$ cat src/rtl/estado_mascota.sv
// estado_mascota: pet-state decision stage.
// Resolves one registered pet state from the four need levels. A new state
// needs a persistence filter to commit. Starvation plus sickness leads to an
// absorbing MUERTO state. Registered enables are driven back to the level
// block.
// Optional feature macro: MASCOTA_TEST_EN. When it is defined, a rising edge
// on Test advances the state and freezes evaluation for TEST_HOLD edges.
module estado_mascota #(
    parameter int PERSIST   = 4,
    parameter int DEATH_CYC = 16,
    parameter int TEST_HOLD = 32
) (
    input  logic       clk,
    input  logic       reset,
    input  logic       Test,
    input  logic [0:1] Nivel_Animo,
    input  logic [0:1] Nivel_Energia,
    input  logic [0:1] Nivel_Descanso,
    input  logic [0:1] Nivel_Medicina,
    output logic [2:0] Estado,
    output logic       Activo_Comida,
    output logic       Activo_Medicina,
    output logic       Cambio_Estado
);

    localparam logic [2:0] FELIZ      = 3'd0;
    localparam logic [2:0] TRISTE     = 3'd1;
    localparam logic [2:0] HAMBRIENTO = 3'd2;
    localparam logic [2:0] DORMIDO    = 3'd3;
    localparam logic [2:0] ENFERMO    = 3'd4;
    localparam logic [2:0] MUERTO     = 3'd7;

    localparam int PW = $clog2(PERSIST + 1);
    localparam int DW = $clog2(DEATH_CYC + 1);

    logic [2:0]    estado_q, estado_d;
    logic [2:0]    cand_q, cand_d;
    logic [PW-1:0] pcnt_q, pcnt_d;
    logic [DW-1:0] dcnt_q, dcnt_d;
    logic          comida_q, comida_d;
    logic          medicina_q, medicina_d;
    logic          cambio_q, cambio_d;

    logic [2:0]    cand;
    logic          starving;
    logic [2:0]    p_estado;
    logic [PW-1:0] p_cnt;
    logic [PW-1:0] p_next;

`ifdef MASCOTA_TEST_EN
    localparam int HW = $clog2(TEST_HOLD + 1);

    logic [HW-1:0] hold_q, hold_d;
    logic          test_q, test_d;
    logic          test_rise;

    // Fixed advance order used by the Test button.
    function automatic logic [2:0] next_in_cycle(input logic [2:0] s);
        case (s)
            FELIZ:      next_in_cycle = TRISTE;
            TRISTE:     next_in_cycle = HAMBRIENTO;
            HAMBRIENTO: next_in_cycle = DORMIDO;
            DORMIDO:    next_in_cycle = ENFERMO;
            default:    next_in_cycle = FELIZ;
        endcase
    endfunction

    assign test_rise = Test & ~test_q;
`else
    // Without the test feature the button and the hold length have no effect.
    localparam int unused_test_hold = TEST_HOLD;
    logic unused_test;
    assign unused_test = Test;
`endif

    assign starving = (Nivel_Energia == 2'd0) && (Nivel_Medicina == 2'd0);

    // Candidate state from the need levels. The first match wins, and DORMIDO has exit hysteresis.
    always_comb begin
        // NOTE: default every combinational output first so no path leaves it unassigned (no latch).
        cand = FELIZ;
        if (Nivel_Medicina == 2'd0) begin
            cand = ENFERMO;
        end else if ((Nivel_Descanso == 2'd0) ||
                     ((estado_q == DORMIDO) && (Nivel_Descanso < 2'd2))) begin
            cand = DORMIDO;
        end else if (Nivel_Energia == 2'd0) begin
            cand = HAMBRIENTO;
        end else if (Nivel_Animo == 2'd0) begin
            cand = TRISTE;
        end
    end

    // Persistence filter: commit the candidate on its PERSIST-th consecutive differing edge.
    always_comb begin
        p_estado = estado_q;
        p_cnt    = '0;
        p_next   = '0;
        if (cand != estado_q) begin
            p_next = (cand != cand_q) ? PW'(1) : (pcnt_q + PW'(1));
            if (p_next == PW'(PERSIST)) begin
                p_estado = cand;
            end else begin
                p_cnt = p_next;
            end
        end
    end

    // Next-state resolution. Order: MUERTO absorbs, then death, invalid code, test advance, hold, persist.
    always_comb begin
        estado_d = estado_q;
        cand_d   = cand_q;
        pcnt_d   = pcnt_q;
        dcnt_d   = dcnt_q;
`ifdef MASCOTA_TEST_EN
        hold_d   = hold_q;
        test_d   = test_q;
`endif
        if (estado_q != MUERTO) begin
            if (!starving) begin
                dcnt_d = '0;
            end else if (dcnt_q != DW'(DEATH_CYC)) begin
                dcnt_d = dcnt_q + DW'(1);
            end
`ifdef MASCOTA_TEST_EN
            test_d = Test;
            if (hold_q != '0) begin
                hold_d = hold_q - HW'(1);
            end
`endif
            if (starving && (dcnt_q == DW'(DEATH_CYC - 1))) begin
                estado_d = MUERTO;
                pcnt_d   = '0;
            end else if ((estado_q == 3'd5) || (estado_q == 3'd6)) begin
                estado_d = FELIZ;
                cand_d   = cand;
                pcnt_d   = '0;
`ifdef MASCOTA_TEST_EN
            end else if (test_rise) begin
                estado_d = next_in_cycle(estado_q);
                cand_d   = cand;
                pcnt_d   = '0;
                hold_d   = HW'(TEST_HOLD);
            end else if (hold_q != '0) begin
                // Frozen: candidate history and persist count are held.
                cand_d   = cand_q;
`endif
            end else begin
                estado_d = p_estado;
                cand_d   = cand;
                pcnt_d   = p_cnt;
            end
        end
    end

    // Enables and the change pulse follow the next state so they update together with Estado.
    always_comb begin
        comida_d   = (estado_d != DORMIDO) && (estado_d != MUERTO);
        medicina_d = (estado_d == ENFERMO);
        cambio_d   = (estado_d != estado_q);
    end

    // State and output registers, asynchronous active-low reset.
    always_ff @(posedge clk or negedge reset) begin
        if (!reset) begin
            estado_q   <= FELIZ;
            cand_q     <= FELIZ;
            pcnt_q     <= '0;
            dcnt_q     <= '0;
            comida_q   <= 1'b1;
            medicina_q <= 1'b0;
            cambio_q   <= 1'b0;
        end else begin
            // NOTE: non-blocking assignments so every flop samples pre-edge values.
            estado_q   <= estado_d;
            cand_q     <= cand_d;
            pcnt_q     <= pcnt_d;
            dcnt_q     <= dcnt_d;
            comida_q   <= comida_d;
            medicina_q <= medicina_d;
            cambio_q   <= cambio_d;
        end
    end

`ifdef MASCOTA_TEST_EN
    // Test edge register and hold counter.
    always_ff @(posedge clk or negedge reset) begin
        if (!reset) begin
            hold_q <= '0;
            test_q <= 1'b0;
        end else begin
            hold_q <= hold_d;
            test_q <= test_d;
        end
    end
`endif

    assign Estado          = estado_q;
    assign Activo_Comida   = comida_q;
    assign Activo_Medicina = medicina_q;
    assign Cambio_Estado   = cambio_q;

endmodule

$ cat config.mk
export PLATFORM = sky130hd
export DESIGN_NAME = estado_mascota
export DESIGN_NICKNAME = d
export VERILOG_FILES = /design/src/rtl/estado_mascota.sv
export SDC_FILE = /design/constraint.sdc
export NUM_CORES = 1
export LEC_CHECK = 0
export BUFFER_PORTS_ARGS = -buffer_cell sky130_fd_sc_hd__buf_2
export CELL_PAD_IN_SITES_DETAIL_PLACEMENT = 1
export CELL_PAD_IN_SITES_GLOBAL_PLACEMENT = 1
export CORE_UTILIZATION = 45
export DETAILED_ROUTE_END_ITERATION = 8
export GPL_TIMING_DRIVEN = 0
export HOLD_SLACK_MARGIN = 0.1
export PLACE_DENSITY_LB_ADDON = 0.1
export SLEW_MARGIN = 30
export SYNTH_ARGS = -nofsm -noshare
export SYNTH_HDL_FRONTEND = slang
export SYNTH_SLANG_ARGS = --single-unit
$ cat constraint.sdc
create_clock -name clk -period 3.8 [get_ports clk]
set_clock_uncertainty 0.15 [all_clocks]
set_input_delay 1.14 -clock clk [delete_from_list [all_inputs] [get_ports clk]]
set_output_delay 1.14 -clock clk [all_outputs]
set_load 0.1 [all_outputs]
==> impl_metrics.env <==
export IMPL_rr_startpoint="Estado[2]"
export IMPL_grt_pass1_wl_um=5130
export IMPL_r2r_setup_slack_ps=1450
export IMPL_cts_hold_buffers=0
export IMPL_syn_to_final_growth_pct=11.7
export IMPL_period_share=0.773
export IMPL_dp_hpwl_um=2490
export IMPL_fin_crit_ps=2940
export IMPL_total_power_w=0.000600
export IMPL_synthFlopType="dfrtp_1"
export IMPL_cts_tree="yes"
export IMPL_synth_commonest_cells="nand2_1 (26), dfrtp_1 (16), nor2_1 (13), a21oi_1 (7), o21ai_0 (6)"
export IMPL_drv_cap=0
export IMPL_crit_top_cell="nand2_1"
export IMPL_crit_type="in2reg"
export IMPL_endpoint_kind="flop"
export IMPL_synth_edf_count=0
export IMPL_routed_via_density=6.05
export IMPL_drt_initial_drc_count=20
export IMPL_power_leakage_nw=0.621
export IMPL_p_per_area_nw_per_um2=452
export IMPL_globalRouteOverflowTotal=0
export IMPL_cts_root_buf="clkbuf_4"
export IMPL_setup_viol=0
export IMPL_grt_pass1_vias=1137
export IMPL_crit_chain="buf_2, nor4_1, nand2_1, nand2_1, a31oi_1, a32o_1"
export IMPL_finalWirelength_um=3180
export IMPL_finalSetupTns_ps=0
export IMPL_syn_inst=137
export IMPL_portBuffers=15
export IMPL_synth_async_reset_ratio=1.00
export IMPL_netlist_area_leader_share=0.336
export IMPL_antenna_found_initial=0
export IMPL_avgSynthCellArea_um2=8.69
export IMPL_syn_nets=152
export IMPL_finalHoldViolations=0
export IMPL_max_slew_worst_pin_slew_ps=891
export IMPL_peakVddDrop_uv=327
export IMPL_grt_max_degree=18
export IMPL_hp_class="reg2reg"
export IMPL_maxSlewViolCount=0
export IMPL_die_w_um=53.4
export IMPL_instances_no_fill=186
export IMPL_clk_pin_slew_ps=100
export IMPL_dr_pass1_iters=4
export IMPL_synth_area_um2=1190
export IMPL_hold_path_startpoint="dcnt_q[4]"
export IMPL_yosysTopAreaCell="dfrtp_1"
export IMPL_std_cell_rows=18
export IMPL_cts_setup_buffers=0
export IMPL_status="finished, final reports clean"
export IMPL_crit_slowest_cell="nor4_1"
export IMPL_htreeDepth=1
export IMPL_fmax_mhz=341
export IMPL_nNetsFinal=172
export IMPL_holdPathStages=2
export IMPL_postLayoutCoreUtil=0.536
export IMPL_cts_max_path_buffers=2
export IMPL_ctsResizeCount=0
export IMPL_cp_max_fo=5
export IMPL_route_detailed_drc=0
export IMPL_slew_headroom=0.400
export IMPL_clock_sinks=17
export IMPL_synth_most_common_cell="nand2_1"
export IMPL_track_usage=0.247
export IMPL_io_pins=17
export IMPL_via_count=1126
export IMPL_rr_worst_depth=6
export IMPL_cp_start_kind="primary input"
export IMPL_drive_above_1_share=0.212
export IMPL_min_to="dcnt_q[4]"
export IMPL_wl_per_cell_um=17.1
export IMPL_synthDistinctLibCells=49
export IMPL_reg2reg_to="Estado[0]"
export IMPL_placedCellCount=182
export IMPL_synth_warnings=0
export IMPL_start_util=0.480
export IMPL_synth_seq_cells=17
export IMPL_die_h_um=53.4
export IMPL_required_ps=3840
export IMPL_insertion_delay_ps=290
export IMPL_synth_area_leaders="dfrtp_1 (34%), nand2_1 (8.2%), ha_1 (4.2%), nor2_1 (4.1%), a21oi_1 (2.9%)"
export IMPL_slowest_delay_ps=780
export IMPL_diodes=0
export IMPL_ant_nets=0
export IMPL_fin_hold_ws_ps=358
export IMPL_place_gp_congestion=0.883
export IMPL_cp_arrival_ps=2970
export IMPL_coreArea_um2=2480
export IMPL_rsz0062_at_grt="no"
export IMPL_fp_dieArea_um2=2850
export IMPL_yosysSeqAreaShare=0.359
export IMPL_cts_buffers=3
## stage by stage
stage	area [µm²]	setup WS, ps
2_1_floorplan	1190	984
3_3_place_gp	1300	640
3_5_place_dp	1300	601
4_1_cts	1330	901
5_1_grt	1330	725
6_report	1330	863
## registers in the layout (all words and copies together), names as in the netlist
| register | count |
|---|---|
| cand_q | 3 |
| Estado | 3 |
| Activo_Medicina | 1 |
| Activo_Comida | 1 |
| Cambio_Estado | 1 |
| dcnt_q | 5 |
| pcnt_q | 3 |
## cell families (layout without fill, tap and decap cells)
family / Yosys count / after routing / synth area share
muxes: 3 / 3 / 0.0284
xor gates and xnor gates: 3 / 3 / 0.0221
buffers and inverters: 10 / 29 / 0.0400
DFF: 17 / 17 / 0.359
adders and majority gates: 4 / 4 / 0.0421
and+or+nand+nor: 62 / 62 / 0.270
AOI/OAI and AO/OA: 38 / 38 / 0.239
## cell usage in the layout, fill, tap and decap left out, types with 2 or more instances in the layout
master and instances:
nand2_1 26, buf_2 17, dfrtp_1 16, nor2_1 13, a21oi_1 7, o21ai_0 6, inv_1 5, nand3_1 5
ha_1 4, clkbuf_1 3, a32o_1 3, clkbuf_4 3, or2_2 2, nor2_2 2, or2_1 2, a211oi_1 2
xor2_1 2, o211ai_1 2, mux2i_1 2, or4_1 2, a22oi_1 2, a31oi_1 2
## worst max path at each step
stage / startpoint / to / slack, ps / cells past startpoint
detailed placement: Nivel_Energia[0] / pcnt_q[1] / 600 / 6
CTS: Nivel_Energia[0] / pcnt_q[1] / 900 / 6
floorplan: Nivel_Medicina[0] / Estado[0] / 980 / 6
finish: Nivel_Energia[0] / pcnt_q[1] / 860 / 6
global route: Nivel_Energia[0] / pcnt_q[1] / 720 / 6
global placement: Nivel_Energia[0] / pcnt_q[1] / 640 / 6
## final cells by class
| type | instances | area [µm²] |
|---|---|---|
| Tap cell | 30 | 37.5 |
| Sequential cell | 17 | 427 |
| Clock buffer | 4 | 26.3 |
| Multi-Input combinational cell | 110 | 716 |
| Inverter | 5 | 18.8 |
| Buffer | 5 | 28.8 |
| Timing Repair Buffer | 15 | 75.1 |
| Fill cell | 317 | 1150 |
## critical path, delay by kind of cell
kind,cells,cell delay [ps]
AOI/OAI and AO/OA,2,410
buffers and inverters,1,120
and+or+nand+nor,3,1310
## power by group
| part | internal (W) | leakage (nW) | switching, W |
|---|---|---|---|
| logic | 0.0000868 | 0.383 | 0.000190 |
| registers | 0.000204 | 0.222 | 0.0000206 |
| clock network | 0.0000407 | 0.0150 | 0.0000577 |
## layer usage
metal / up-vias / wire [µm] / GRT usage
li1: 544 / - / -
met1: 570 / 1450 / 0.307
met2: 10 / 1670 / 0.450
met3: 2 / 50 / 0.0374
met4: 0 / 17 / 0.0351
met5: - / 0 / 0
Power figures use the tool's default switching activity.
